<file path="src/rtl/alu_pkg.sv">
// Shared definitions for the ALU execute sequencer: opcodes, ALU codes, FSM encoding.
package alu_pkg;

  localparam int DW   = 8;
  localparam int NREG = 4;
  localparam int AW   = 2;

  localparam logic [2:0] OP_NOP  = 3'd0;
  localparam logic [2:0] OP_ADD  = 3'd1;
  localparam logic [2:0] OP_SUB  = 3'd2;
  localparam logic [2:0] OP_NAND = 3'd3;
  localparam logic [2:0] OP_SHL  = 3'd4;
  localparam logic [2:0] OP_SHR  = 3'd5;
  localparam logic [2:0] OP_MOV  = 3'd6;
  localparam logic [2:0] OP_HALT = 3'd7;

  localparam logic [3:0] ALU_NONE = 4'd0;
  localparam logic [3:0] ALU_ADD  = 4'd1;
  localparam logic [3:0] ALU_SUB  = 4'd2;
  localparam logic [3:0] ALU_NAND = 4'd3;
  localparam logic [3:0] ALU_SHL  = 4'd4;
  localparam logic [3:0] ALU_SHR  = 4'd5;

  typedef enum logic [2:0] {
    S_IDLE = 3'd0,
    S_DEC  = 3'd1,
    S_EXE  = 3'd2,
    S_WB   = 3'd3,
    S_HALT = 3'd4
  } state_t;

  // Only the five arithmetic/logic opcodes drive a non-zero ALU code.
  function automatic logic [3:0] alu_code(input logic [2:0] op);
    case (op)
      OP_ADD:  alu_code = ALU_ADD;
      OP_SUB:  alu_code = ALU_SUB;
      OP_NAND: alu_code = ALU_NAND;
      OP_SHL:  alu_code = ALU_SHL;
      OP_SHR:  alu_code = ALU_SHR;
      default: alu_code = ALU_NONE;
    endcase
  endfunction

endpackage

</file>
<file path="src/rtl/alu_exec_seq_regfile.sv">
// 4x8 register file: one write port (write-back beats external preload),
// two read ports sampled by the decode-stage registers, one combinational debug port.
module regfile_4x8
  import alu_pkg::*;
(
  input  logic          clk,
  input  logic          rst_n,
  input  logic          wb_we,
  input  logic [AW-1:0] wb_addr,
  input  logic [DW-1:0] wb_data,
  input  logic          ext_we,
  input  logic [AW-1:0] ext_addr,
  input  logic [DW-1:0] ext_data,
  input  logic [AW-1:0] rd_addr_a,
  output logic [DW-1:0] rd_data_a,
  input  logic [AW-1:0] rd_addr_b,
  output logic [DW-1:0] rd_data_b,
  input  logic [AW-1:0] dbg_addr,
  output logic [DW-1:0] dbg_data
);

  logic [DW-1:0] mem_r [NREG];

  // Register storage with write-back taking priority over the preload port.
  always_ff @(posedge clk or negedge rst_n) begin
    if (!rst_n) begin
      for (int i = 0; i < NREG; i++) mem_r[i] <= '0;
    end else if (wb_we) begin
      mem_r[wb_addr] <= wb_data;
    end else if (ext_we) begin
      mem_r[ext_addr] <= ext_data;
    end
  end

  assign rd_data_a = mem_r[rd_addr_a];
  assign rd_data_b = mem_r[rd_addr_b];
  assign dbg_data  = mem_r[dbg_addr];

endmodule

</file>
<file path="src/rtl/alu_exec_seq.sv">
// Execute sequencer in front of an external combinational 8-bit ALU:
// accept, decode/operand fetch, execute, write back, with sticky Z/N flags.
module alu_exec_seq
  import alu_pkg::*;
(
  input  logic          ICLK,
  input  logic          IRSTN,
  input  logic [7:0]    IINSTR,
  input  logic          IVALID,
  output logic          OREADY,
  input  logic          IWE,
  input  logic [AW-1:0] IWADDR,
  input  logic [DW-1:0] IWDATA,
  output logic [DW-1:0] ORA,
  output logic [DW-1:0] ORB,
  output logic [3:0]    OOPALU,
  input  logic [DW-1:0] IALUD,
  input  logic          IFGZ,
  input  logic          IFGN,
  output logic          OZ,
  output logic          ON,
  output logic          OHALT,
  input  logic [AW-1:0] IDBGSEL,
  output logic [DW-1:0] ODBGD
);

  state_t        state_r, state_s;
  logic [7:0]    instr_r;
  logic [DW-1:0] ora_r, orb_r, result_r;
  logic [3:0]    oopalu_r;
  logic          zf_r, nf_r, oz_r, on_r;
  logic [2:0]    op_s;
  logic [AW-1:0] rd_s, rs_s;
  logic [DW-1:0] rdata_a_s, rdata_b_s, wb_data_s;
  logic          accept_s, wb_we_s, ext_we_s;
  logic          unused_ok_s;

  assign op_s        = instr_r[7:5];
  assign rd_s        = instr_r[3:2];
  assign rs_s        = instr_r[1:0];
  assign unused_ok_s = instr_r[4];

  assign OREADY    = (state_r == S_IDLE);
  assign OHALT     = (state_r == S_HALT);
  assign accept_s  = IVALID && OREADY;
  assign ext_we_s  = IWE && (state_r == S_IDLE);
  assign wb_we_s   = (state_r == S_WB);
  assign wb_data_s = (op_s == OP_MOV) ? orb_r : result_r;

  regfile_4x8 u_regfile (
    .clk       (ICLK),
    .rst_n     (IRSTN),
    .wb_we     (wb_we_s),
    .wb_addr   (rd_s),
    .wb_data   (wb_data_s),
    .ext_we    (ext_we_s),
    .ext_addr  (IWADDR),
    .ext_data  (IWDATA),
    .rd_addr_a (rd_s),
    .rd_data_a (rdata_a_s),
    .rd_addr_b (rs_s),
    .rd_data_b (rdata_b_s),
    .dbg_addr  (IDBGSEL),
    .dbg_data  (ODBGD)
  );

  // Sequencer next-state decode; HALT is left only through reset.
  always_comb begin
    state_s = state_r;
    case (state_r)
      S_IDLE: begin
        if (accept_s) state_s = S_DEC;
        else          state_s = S_IDLE;
      end
      S_DEC: begin
        case (op_s)
          OP_NOP:  state_s = S_IDLE;
          OP_HALT: state_s = S_HALT;
          OP_MOV:  state_s = S_WB;
          default: state_s = S_EXE;
        endcase
      end
      S_EXE:   state_s = S_WB;
      S_WB:    state_s = S_IDLE;
      S_HALT:  state_s = S_HALT;
      default: state_s = S_IDLE;
    endcase
  end

  // State register.
  always_ff @(posedge ICLK or negedge IRSTN) begin
    if (!IRSTN) state_r <= S_IDLE;
    else        state_r <= state_s;
  end

  // Instruction latch, ALU input drive, result/flag capture and flag commit.
  always_ff @(posedge ICLK or negedge IRSTN) begin
    if (!IRSTN) begin
      instr_r  <= 8'h00;
      ora_r    <= '0;
      orb_r    <= '0;
      oopalu_r <= 4'd0;
      result_r <= '0;
      zf_r     <= 1'b0;
      nf_r     <= 1'b0;
      oz_r     <= 1'b0;
      on_r     <= 1'b0;
    end else begin
      if (accept_s) instr_r <= IINSTR;
      case (state_r)
        S_DEC: begin
          ora_r    <= rdata_a_s;
          orb_r    <= rdata_b_s;
          oopalu_r <= alu_code(op_s);
        end
        S_EXE: begin
          result_r <= IALUD;
          zf_r     <= IFGZ;
          nf_r     <= IFGN;
        end
        S_WB: begin
          // MOV reaches WB without touching the captured flags.
          if (op_s != OP_MOV) begin
            oz_r <= zf_r;
            on_r <= nf_r;
          end
          oopalu_r <= 4'd0;
        end
        default: ;
      endcase
    end
  end

  assign ORA    = ora_r;
  assign ORB    = orb_r;
  assign OOPALU = oopalu_r;
  assign OZ     = oz_r;
  assign ON     = on_r;

endmodule

</file>
<file path="config.mk">
export PLATFORM = sky130hd
export DESIGN_NAME = alu_exec_seq
export DESIGN_NICKNAME = d
export VERILOG_FILES = /design/src/rtl/alu_pkg.sv /design/src/rtl/alu_exec_seq_regfile.sv /design/src/rtl/alu_exec_seq.sv
export SDC_FILE = /design/constraint.sdc
export NUM_CORES = 1
export LEC_CHECK = 0
export ABC_AREA = 0
export BUFFER_PORTS_ARGS = -buffer_cell sky130_fd_sc_hd__buf_2
export CAP_MARGIN = 25
export CORE_MARGIN = 2
export CORE_UTILIZATION = 50
export CTS_CLUSTER_SIZE = 16
export DETAILED_ROUTE_END_ITERATION = 10
export PLACE_DENSITY_LB_ADDON = 0.15
export SYNTH_ARGS = -nofsm -noshare
export SYNTH_HDL_FRONTEND = slang
export SYNTH_SLANG_ARGS = --single-unit
</file>
<file path="constraint.sdc">
create_clock -name ICLK -period 2.1 [get_ports ICLK]
set_clock_uncertainty 0.1 [all_clocks]
set_input_delay 0.105 -clock ICLK [delete_from_list [all_inputs] [get_ports ICLK]]
set_output_delay 0.105 -clock ICLK [all_outputs]
set_load 0.005 [all_outputs]
</file>
After elaboration in Yosys (flattened, before gate mapping)
Index checks and enable logic that the tools add are counted.

word-level totals
  word-level logic and storage cells = 68
  register bits after elaboration = 75
  output and inout port bits = 32

cells by class
  bitwise gates (word level) = 4
  reduce and logical (&&, ||, !) cells = 9
  magnitude comparators = 6
  mux-type cells = 23
  eq/ne operators = 12

operators with widths
  kind                                                        count
  2-to-1 mux 8 bit                                            9
  bitwise mux 32 bit                                          2
  2-to-1 mux 32 bit                                           2
  binary-select mux 8 bit (select 2 bit)                      3
  demux 8 bit (select 2 bit)                                  2
  == test 3 bit, second input constant                        5
  one-hot mux 3 bit (5 select lines)                          1
  == test 3 x 2 -> 1 bit, second input constant               4
  greater-or-equal comparator 3 bit, second input constant    4
  NOT 2 -> 3 bit                                              4
  one-hot mux 3 bit (4 select lines)                          1
  one-hot mux 3 bit (3 select lines)                          1
  one-hot mux 4 bit (2 select lines)                          1
  == test 3 x 1 -> 1 bit, second input constant               2
  logical NOT 3 bit                                           2
  less-than comparator 3 x 1 -> 1 bit, second input constant  2
  logical AND 1 bit                                           4
  nonzero test 2 bit                                          2
  != test 3 bit, second input constant                        1
  AND reduction 2 bit                                         1
  2-to-1 mux 1 bit                                            1

Logic depth before layout (Yosys ltp)
Gate-level depths: netlist of run 1.

  depth in word-level cells = 8
  depth in mapped cells = 6

Cells and area by module
From an unflattened synthesis of run 1, not the netlist that was laid out.

unflattened totals
  cell total of the unflattened synthesis = 284
  area, all modules = 4016.4 um2

modules (own cells, without submodules)
  module        cells each  instances  sequential area each (um2)  area each (um2)
  regfile_4x8   165         1          800.8                       2225.9
  alu_exec_seq  119         1          1026.0                      1790.5

Least setup slack after synthesis of run 1
OpenSTA, ideal clock, no wires.

  kind = register -> register
  start = register state_r[0]
  end = register u_regfile.mem_r[6] (netlist bit)
  cell stages (with the launch flop) = 5
  setup time = 0.148 ns
  data arrival time = 1.561 ns
  path buffers = 1
  path slack = 0.291 ns
  path through = dfrtp_1 -> buf_2 -> or4b_4 -> o32ai_4 -> o221ai_1

on the way
  longest elaborated chain between the ends = 3
  elaborated cells between the ends (all ways) = 5

ends and longest elaborated chain
  what                                 RTL line                    RTL
  start: declaration                   alu_exec_seq.sv:27          state_t state_r, state_s;
  start signal: assignment             alu_exec_seq.sv:93          else state_r <= state_s;
  logical NOT 3 bit                    alu_exec_seq.sv:46          assign ext_we_s = IWE && (state_r == S_IDLE);
  logical AND 1 bit                    alu_exec_seq.sv:46
  nonzero test 2 bit (no source line)  -
  end signal: indexed assignment       alu_exec_seq_regfile.sv:29  mem_r[wb_addr] <= wb_data;
  end signal: indexed assignment       alu_exec_seq_regfile.sv:31  mem_r[ext_addr] <= ext_data;
  end: declaration                     alu_exec_seq_regfile.sv:22  logic [DW-1:0] mem_r [NREG];

Parallel ways exist; a longest one is shown, timed or not.
A chain may end at the register's enable or synchronous reset.

Final worst setup path of run 1
  start = register state_r[2]
  end = register instr_r[7]

on the way
  longest elaborated chain between the ends = 2

ends and longest elaborated chain
  what                    RTL line             RTL
  logical NOT 3 bit       alu_exec_seq.sv:43   assign OREADY = (state_r == S_IDLE);
  logical AND 1 bit       alu_exec_seq.sv:45   assign accept_s = IVALID && OREADY;
  end signal: assignment  alu_exec_seq.sv:99   instr_r <= 8'h00;
  end signal: assignment  alu_exec_seq.sv:109  if (accept_s) instr_r <= IINSTR;
  end: declaration        alu_exec_seq.sv:28   logic [7:0] instr_r;

Every way passes these cells.

==> impl_results.md, run 1 <==
- IO Port Bufs: 63
- Routed Antenna Nets: 0
- Diode count: 0
- Largest net degree at the start of global routing: 74
- Root buffer cell: clkbuf_8
- Reg2reg end: instr_r[7]
- Ranking of synthesized cells by area: dfrtp_1 47%, mux4_2 14%, mux2_2 9.5%
- Synthesis-to-layout area growth: 26.81%
- Initial drt markers: 231
- RSZ-0062 raised after global routing: false
- I/O pins: 66
- Maxcap violations: 0
- Die area: 8553 um^2
- Final hold violations: 0
- Max transition margin: 62.66%
- Flop2flop setup slack: 0.21 ns
- Most numerous cell in the Yosys netlist: dfrtp_1
- Clk pin slew, worst setup/hold paths: 0.08 ns
- TNS Setup: 0 ns
- Synthesized area per cell: 12.67 um^2
- Req. time, crit path: 2.28 ns
- Fmax: 529.1 MHz
- Footprint of the multi-input gates: 1848 um^2
- Drt first pass iters: 5
- RR Startpoint: state_r[2]
- Worst hold-check path type: in -> reg
- Register bit count reported by yosys: 73
- Max clock buf depth: 2
- Fraction of layout cells with a size suffix above 1: 42.11%
- Die Span Y: 92.49 um
- Top post-synthesis cells by count: 73 x dfrtp_1, 34 x inv_1, 33 x mux2_2, 33 x nand4_1, 32 x o221ai_1
- Yosys warns: 0
- Mapped Nets: 343
- Min-delay src: IWADDR[0]
- Vias/cell: 6.008
- Initial core utilization: 51.19%
- Seq. cell area: 1827 um^2
- Async set-reset flop share out of synthesis: 100.0%
- H-tree levels: 3
- Util after Layout: 64.92%
- # DRC: 0
- Final Setup Violations: 0
- GRT Util Overall: 25.53%
- FF-to-FF path depth: 6
- Vias in the first global route: 3129
- Peak VDD IR: 0.0008073 V
- Worst-path fanout max: 8
- Total CTS buffers: 9
- Yosys top cell by area: dfrtp_1
- Pwr Density: 1473 nW/um^2
- Max-slew violation count: 0
- Worst-Skew Late Latency: 0.36 ns
- Row Count: 32
- Top cell type's share of synthesized area: 46.66%
- Part of the cycle the worst path needs: 90.00%
- WHS Endpoint: u_regfile.mem_r[8]
- TritonCTS clock tree: yes
- # clock sinks: 73
- Critical Path End Type: register
- Crit path time final: 1.890 ns
- Initial antenna violation count: 0
- First-pass GRT wire length: 16470 um
- Post-Syn Instances: 309
- Tot Pwr: 7311 uW
- Fillers: 598
- Slew @ Worst Pin: 0.5600 ns
- Via Count: 3124
- Critical Path AT: 2.07 ns
- Post-synth cell types: 34
- Routed length per placed instance: 19.50 um
- Total global routing overflow: 0
- CP Launch Type: register
- P_leak: 0.002206 uW
- Post-synthesis cell area: 3915 um^2
- Post-layout net count: 447
- Seq/Total Area, Yosys: 46.66%
- Gpl congestion: 0.8173
- Worst Path Class, Setup: reg -> reg
- Width of the die: 92.49 um
- Status: finished, final reports clean
- Post-synth EDFFs: 0
- Top_reg_cell synth: dfrtp_1
- Dpl hpwl: 6881 um
- Core footprint: 7647 um^2
- Hold path cells: 4
- Routed wire length: 10140 um
-- worst max path at each step --
| stage | from | to | cells past startpoint | slack [ns] |
|---|---|---|---|---|
| 2_1_floorplan | state_r[0] | u_regfile.mem_r[6] | 4 | 0.29 |
| 3_3_place_gp | state_r[2] | u_regfile.mem_r[8] | 4 | 0.31 |
| 3_5_place_dp | state_r[2] | u_regfile.mem_r[11] | 4 | 0.30 |
| 4_1_cts | state_r[2] | instr_r[7] | 6 | 0.25 |
| 5_1_grt | state_r[2] | instr_r[7] | 6 | 0.12 |
| 6_report | state_r[2] | instr_r[7] | 6 | 0.21 |
-- per-stage QoR --
| stage | instance area [um^2] | worst slack (ns) | hold WS [ns] | std cells |
|---|---|---|---|---|
| after floorplan | 3915 | 0.2910 | -0.2906 | 309 |
| after global placement | 4496 | 0.3110 | 0.06745 | 476 |
| after detailed placement | 4496 | 0.3011 | 0.06572 | 476 |
| after CTS | 4965 | 0.2499 | 0.1335 | 520 |
| after global routing | 4965 | 0.1151 | 0.1499 | 520 |
| final | 4965 | 0.2100 | 0.1407 | 520 |
-- power by group --
part / total (uW) / switching [uW] / leakage (uW) / internal [uW]
logic: 3470 / 1500 / 0.00122 / 1960
clock network: 1090 / 507 / 0.0000974 / 579
registers: 2760 / 640 / 0.000889 / 2120
-- metal layers --
metal | part of all wire (%) | track usage (%) | wire length, um
met4 | 2.6 | 12.19 | 266
met2 | 47 | 39.11 | 4739
met1 | 43 | 35.68 | 4380
met3 | 7.4 | 4.312 | 751
met5 | 0 | 0 | 0
-- worst max-delay path: stages, from the launching register on --
cell and delay [ns]:
dfrtp_1 0.39, buf_4 0.17, nor3_1 0.26, buf_4 0.17, nand3_1 0.08, dlygate4sd3_1 0.57
o21ai_0 0.07
-- flip-flops by register name, indices dropped and copies added (netlist names) --
name             count
ON                   1
ORB                  8
ORA                  8
zf_r                 1
state_r              3
u_regfile.mem_r     32
result_r             8
instr_r              7
nf_r                 1
OZ                   1
OOPALU               3
-- placed cells by master, fill, tap and decap left out, types with 2 or more instances in the layout --
master / count
buf_12: 2
buf_2: 63
buf_4: 27
clkbuf_1: 3
clkbuf_8: 10
clkinv_1: 2
clkinv_2: 2
dfrtp_1: 73
dlygate4sd3_1: 28
inv_1: 34
mux2_2: 33
mux2i_1: 8
mux4_2: 24
nand2_1: 5
nand2b_1: 3
nand3_1: 4
nand3b_1: 2
nand4_1: 33
nor3_1: 2
o21ai_0: 2
o221ai_1: 32
o32ai_4: 4
o41ai_1: 2
or2_2: 5
or3_1: 2
-- logic make-up (layout without fill, tap and decap cells) --
family                 Yosys count  in the layout  synth area share, %
muxes                           65             65                25.34
DFF                             73             73                46.66
AOI/OAI and AO/OA               42             42                11.03
buffers and inverters           63            172                6.488
other                            1              1              0.09579
and+or+nand+nor                 65             65                10.39
-- timing repair --
action | 4_1_cts | 5_1_grt
buffers inserted | 0 | 0
gates resized for setup | 0 | 0
hold buffers | 28 | 0
hold endpoints to repair | 118 | 0
-- cell type report --
| class | count | share of cell area [%] |
|---|---|---|
| Multi-Input combinational cell | 173 | 37.22 |
| Sequential cell | 73 | 36.79 |
| Timing Repair Buffer | 120 | 16.89 |
| Clock buffer | 13 | 2.999 |
| Inverter | 36 | 2.722 |
| Tap cell | 102 | 2.571 |
| Clock inverter | 3 | 0.8065 |
Power figures use the tool's default switching activity.
==> inputs of run 2 (changes only) <==
MAX_ROUTING_LAYER = met4   (was default)
==> run 2 against run 1 <==
Against the previous run:
- register-to-register slack barely moved
- first-iteration DRC count fell by 12%
- critical path type unchanged
- clock power barely moved
- non-clock buffer count did not move
- highest routed layer unchanged
- via count rose by 0.32%
- utilization did not move
- combinational power barely moved
- largest power group unchanged
==> impl_results.md, run 2 (synthesis results as in run 1) <==
- Part of the cycle the worst path needs: 89.74%
- Core footprint: 7647 um^2
- Dpl hpwl: 6881 um
- Routed wire length: 10080 um
- Number of setup buffers added after CTS: 0
- Gate power share: 47.5%
- Post-placement cell count: 476
- Total global routing overflow: 0
- I/O pins: 66
- Initial core utilization: 51.19%
- CP dominant cell by count: buf_4
- Post-Layout Cell Count: 520
- CP Launch Type: register
- Req. time, crit path: 2.27 ns
- Max transition margin: 62.53%
- Max clock buf depth: 2
- Critical Path AT: 2.05 ns
- GRT Util Overall: 26.26%
- Worst hold-check path type: in -> reg
- Pwr Density: 1471 nW/um^2
- Root buffer cell: clkbuf_8
- Critical-path top delay cell: dlygate4sd3_1
- Commonest non-fill, non-tap cell in the layout: dfrtp_1
- Maxcap violations: 0
- Status: finished, final reports clean
- Post-placement setup slack: 0.3011 ns
- Sw frac: 36.18%
- P_int: 4661 uW
- Crit path time final: 1.884 ns
- Final Setup Violations: 0
- Synthesis-to-layout area growth: 26.81%
- First-pass GRT wire length: 16460 um
- Leading cell types in the layout, fill and taps excluded: 73 x dfrtp_1, 63 x buf_2, 34 x inv_1
- # clock sinks: 73
- Vias/cell: 6.027
- # hold bufs at CTS: 28
- Vias in the first global route: 3124
- Via Count: 3134
- IO Port Bufs: 63
- Max-slew violation count: 0
- Row Count: 32
- Critical Path End Type: register
- Peak VDD IR: 0.0008047 V
- Critical-path cell list: buf_4 -> nor3_1 -> buf_4 -> nand3_1 -> dlygate4sd3_1 -> o21ai_0
- Clock network power share: 14.8%
- TNS Setup: 0 ns
- Fmax: 530.7 MHz
- TritonCTS clock tree: yes
- Width of the die: 92.49 um
- Total CTS buffers: 9
- Footprint of the multi-input gates: 1848 um^2
- Gpl congestion: 0.8295
- Drt first pass iters: 4
- Largest net degree at the start of global routing: 74
- Fraction of layout cells with a size suffix above 1: 42.11%
- Final hold violations: 0
- Clk pin slew, worst setup/hold paths: 0.08 ns
- Initial antenna violation count: 0
- Switching pwr: 2643 uW
- Post-layout net count: 447
- H-tree levels: 3
- Slew @ Worst Pin: 0.5621 ns
- Max reg flops: 32
- Die Span Y: 92.49 um
- Fillers: 598
- Max stage delay on crit path: 0.57 ns
- Post-CTS sizing: 0
- Worst Path Class, Setup: reg -> reg
- Diode count: 0
- RSZ-0062 raised after global routing: false
- # DRC: 0
- Final WS setup: 0.2155 ns
- Worst-Skew Late Latency: 0.35 ns
- Routed length per placed instance: 19.39 um
- Reg with most FFs: u_regfile.mem_r
- Power share of the sequential group: 37.7%
- Worst-path fanout max: 8
- Routed Antenna Nets: 0
- Initial drt markers: 203
- Seq. cell area: 1827 um^2
- P_leak: 0.002206 uW
- Die area: 8553 um^2
## run 2: cell counts in the layout (fill, tap and decap cells not counted)
No cell type changed its count.
## run 2: final timing paths
check	start	end	cells after the start	slack (ns)
worst min register to register	OOPALU[0]	OOPALU[0]	2	0.36
worst max register to register	state_r[2]	instr_r[7]	6	0.22
min in group asynchronous	IRSTN	result_r[2]	3	0.21
worst min-delay path	IWADDR[0]	u_regfile.mem_r[8]	4	0.15
max in group asynchronous	IRSTN	instr_r[3]	3	1.38
worst max-delay path	state_r[2]	instr_r[7]	6	0.22
## run 2: per-layer routing
layer | up-vias | share of wire [%] | global-route usage, %
met5 | - | 0 | -
met1 | 1584 | 44 | 35.68
li1 | 1411 | - | -
met4 | 0 | 2.6 | 12.19
met2 | 118 | 47 | 39.11
met3 | 21 | 6.1 | 4.312
## run 2: layout make-up
class | count | share of cell area, %
clock inverter | 3 | 0.8065
clock buffer | 13 | 2.999
timing repair buffer | 120 | 16.89
sequential | 73 | 36.79
inverter | 36 | 2.722
tap | 102 | 2.571
multi-input combinational | 173 | 37.22
## run 2: stage by stage
stage / area (um^2) / total power [uW] / hold WS [ns] / util (%)
after floorplan: 3915 / 4943 / -0.2906 / -
after CTS: 4965 / 7327 / 0.1335 / 64.92
after global routing: 4965 / 7798 / 0.1500 / 64.92
after detailed placement: 4496 / 6183 / 0.06572 / 58.79
after global placement: 4496 / 6051 / 0.06745 / 58.79
final: 4965 / 7303 / 0.1477 / 64.92
## run 2: power by group through the flow
stage	combinational (uW)	clock, uW	sequential (uW)
2_1_floorplan	2400	0	2550
3_3_place_gp	3350	0	2700
3_5_place_dp	3420	0	2760
4_1_cts	3480	1100	2740
5_1_grt	3770	1170	2860
6_report	3470	1080	2750
## run 2: critical path, delay by kind of cell, from the launching register on
kind	cells	cell delay (ns)
buf+inv	3	0.91
flops	1	0.39
compound gates	1	0.07
simple gates	2	0.34
==> inputs of run 3 (changes only) <==
SETUP_SLACK_MARGIN = 0.5   (was default)
==> run 3 against run 2 <==
Against the previous run:
- setup slack improved by 0.045 ns
- cell count rose by 4.4%
- critical path depth fell by 2
- register-to-register slack improved by 0.05 ns
- global-route usage rose by 1.7 points
- die area did not move
- non-clock buffer count rose by 23
- clock power rose by 7%
- routed wire length rose by 17%
==> impl_results.md, run 3 (synthesis results as in run 1) <==
- Status: finished, final reports clean
- Routed Antenna Nets: 0
- Worst Path Class, Setup: reg -> reg
- Dpl hpwl: 6607 um
- Routed wire length: 11810 um
- Leading cell types in the layout, fill and taps excluded: 69 x dfrtp_1, 61 x buf_2, 34 x inv_1
- Row Count: 32
- Fmax: 543.7 MHz
- Max clock buf depth: 2
- Largest net degree at the start of global routing: 43
- Critical Path End Type: register
- Max-slew violation count: 0
- Core footprint: 7647 um^2
- Max reg flops: 32
- Root buffer cell: clkbuf_8
- Part of the cycle the worst path needs: 87.58%
- # clock sinks: 73
- P_leak: 0.002476 uW
- Reg2reg end: u_regfile.mem_r[0]
- Gpl congestion: 0.8014
- Routed length per placed instance: 21.74 um
- RR Startpoint: state_r[2]
- Initial drt markers: 235
- Post-layout net count: 470
- Critical Path AT: 1.94 ns
- Flop2flop setup slack: 0.26 ns
- Peak VDD IR: 0.0007715 V
- Reg with most FFs: u_regfile.mem_r
- IO Port Bufs: 63
- TNS Setup: 0 ns
- Slew @ Worst Pin: 0.5887 ns
- Clk pin slew, worst setup/hold paths: 0.09 ns
- Commonest non-fill, non-tap cell in the layout: dfrtp_1
- Vias in the first global route: 3104
- Initial core utilization: 51.19%
- Req. time, crit path: 2.20 ns
- Total global routing overflow: 0
- Drt first pass iters: 4
- Synthesis-to-layout area growth: 42.22%
- Die area: 8553 um^2
- Worst-Skew Late Latency: 0.36 ns
- Width of the die: 92.49 um
- Worst-path fanout max: 8
- Pwr Density: 1569 nW/um^2
- Crit. Startpoint: state_r[2]
- Diode count: 0
- Maxcap violations: 0
- GRT Util Overall: 27.96%
- TritonCTS clock tree: yes
- Die Span Y: 92.49 um
- FF-to-FF path depth: 4
- CP Launch Type: register
- First-pass GRT wire length: 17450 um
- RSZ-0062 raised after global routing: true
- I/O pins: 66
- Final Setup Violations: 0
- Final hold violations: 0
- Crit path capture: u_regfile.mem_r[0]
- Hold_ws: 0.1581 ns
- Fraction of layout cells with a size suffix above 1: 53.06%
- Initial antenna violation count: 0
- Via Count: 3348
- H-tree levels: 3
- Worst hold-check path type: in -> reg
- Max transition margin: 60.75%
- # DRC: 0
- Vias/cell: 6.166
- Crit path time final: 1.839 ns
- Total CTS buffers: 9
==> run 3: timing repair <==
| action | in CTS | in global routing |
|---|---|---|
| buffers inserted | 14 | 13 |
| endpoints found under the hold margin | 87 | 0 |
| resized for setup | 52 | 31 |
| setup endpoints to repair | 67 | 72 |
| hold buffers | 27 | 0 |
| cloned | 3 | 0 |
| pin swaps | 7 | 6 |
==> run 3: routing by layer <==
metal	track usage, %	vias up	wire length [um]
met4	8.831	0	271
li1	-	1451	-
met1	39.59	1702	4988
met2	42.94	173	5779
met3	3.173	22	766
met5	-	-	0
==> run 3: final cells by class <==
| type | count | area (um^2) |
|---|---|---|
| clock inverter | 5 | 53.80 |
| clock buffer | 11 | 151.4 |
| timing repair buffer | 143 | 1142 |
| inverter | 36 | 135.1 |
| tap | 102 | 127.6 |
| sequential | 73 | 1834 |
| multi-input combinational | 173 | 2123 |
| fill | 514 | 2079 |
==> run 3: how the worst min path moves through the flow <==
stage | start | end | slack [ns] | depth (start not counted)
after floorplan | IRSTN | ON | -0.29 | 0
after global placement | IRSTN | result_r[3] | 0.03 | 1
after detailed placement | IRSTN | ORA[3] | 0.03 | 1
after CTS | IWADDR[0] | u_regfile.mem_r[9] | 0.17 | 4
after global routing | IWADDR[0] | u_regfile.mem_r[9] | 0.17 | 4
final | IWADDR[0] | u_regfile.mem_r[9] | 0.16 | 4
==> run 3: worst max-delay path: stages, from the launching register on <==
cell      delay, ns
dfrtp_1        0.43
or4b_4         0.58
o32ai_4        0.27
buf_12         0.18
o221ai_1       0.12
==> run 3: through the flow <==
step	instances	setup WS [ns]	area (um^2)	utilization [%]	total power, uW
2_1_floorplan	309	0.2940	3936	-	5004
3_3_place_gp	470	0.1790	4458	58.30	6040
3_5_place_dp	470	0.1356	4458	58.30	6157
4_1_cts	530	0.2644	5343	69.86	8158
5_1_grt	543	0.2409	5568	72.81	9177
6_report	543	0.2608	5568	72.81	8736
==> run 3: power by group <==
group / total, uW / internal [uW] / leakage (uW) / switching, uW
Sequential: 2770 / 2130 / 0.000885 / 645
Combinational: 4800 / 2810 / 0.00148 / 1990
Clock: 1160 / 610 / 0.000109 / 548
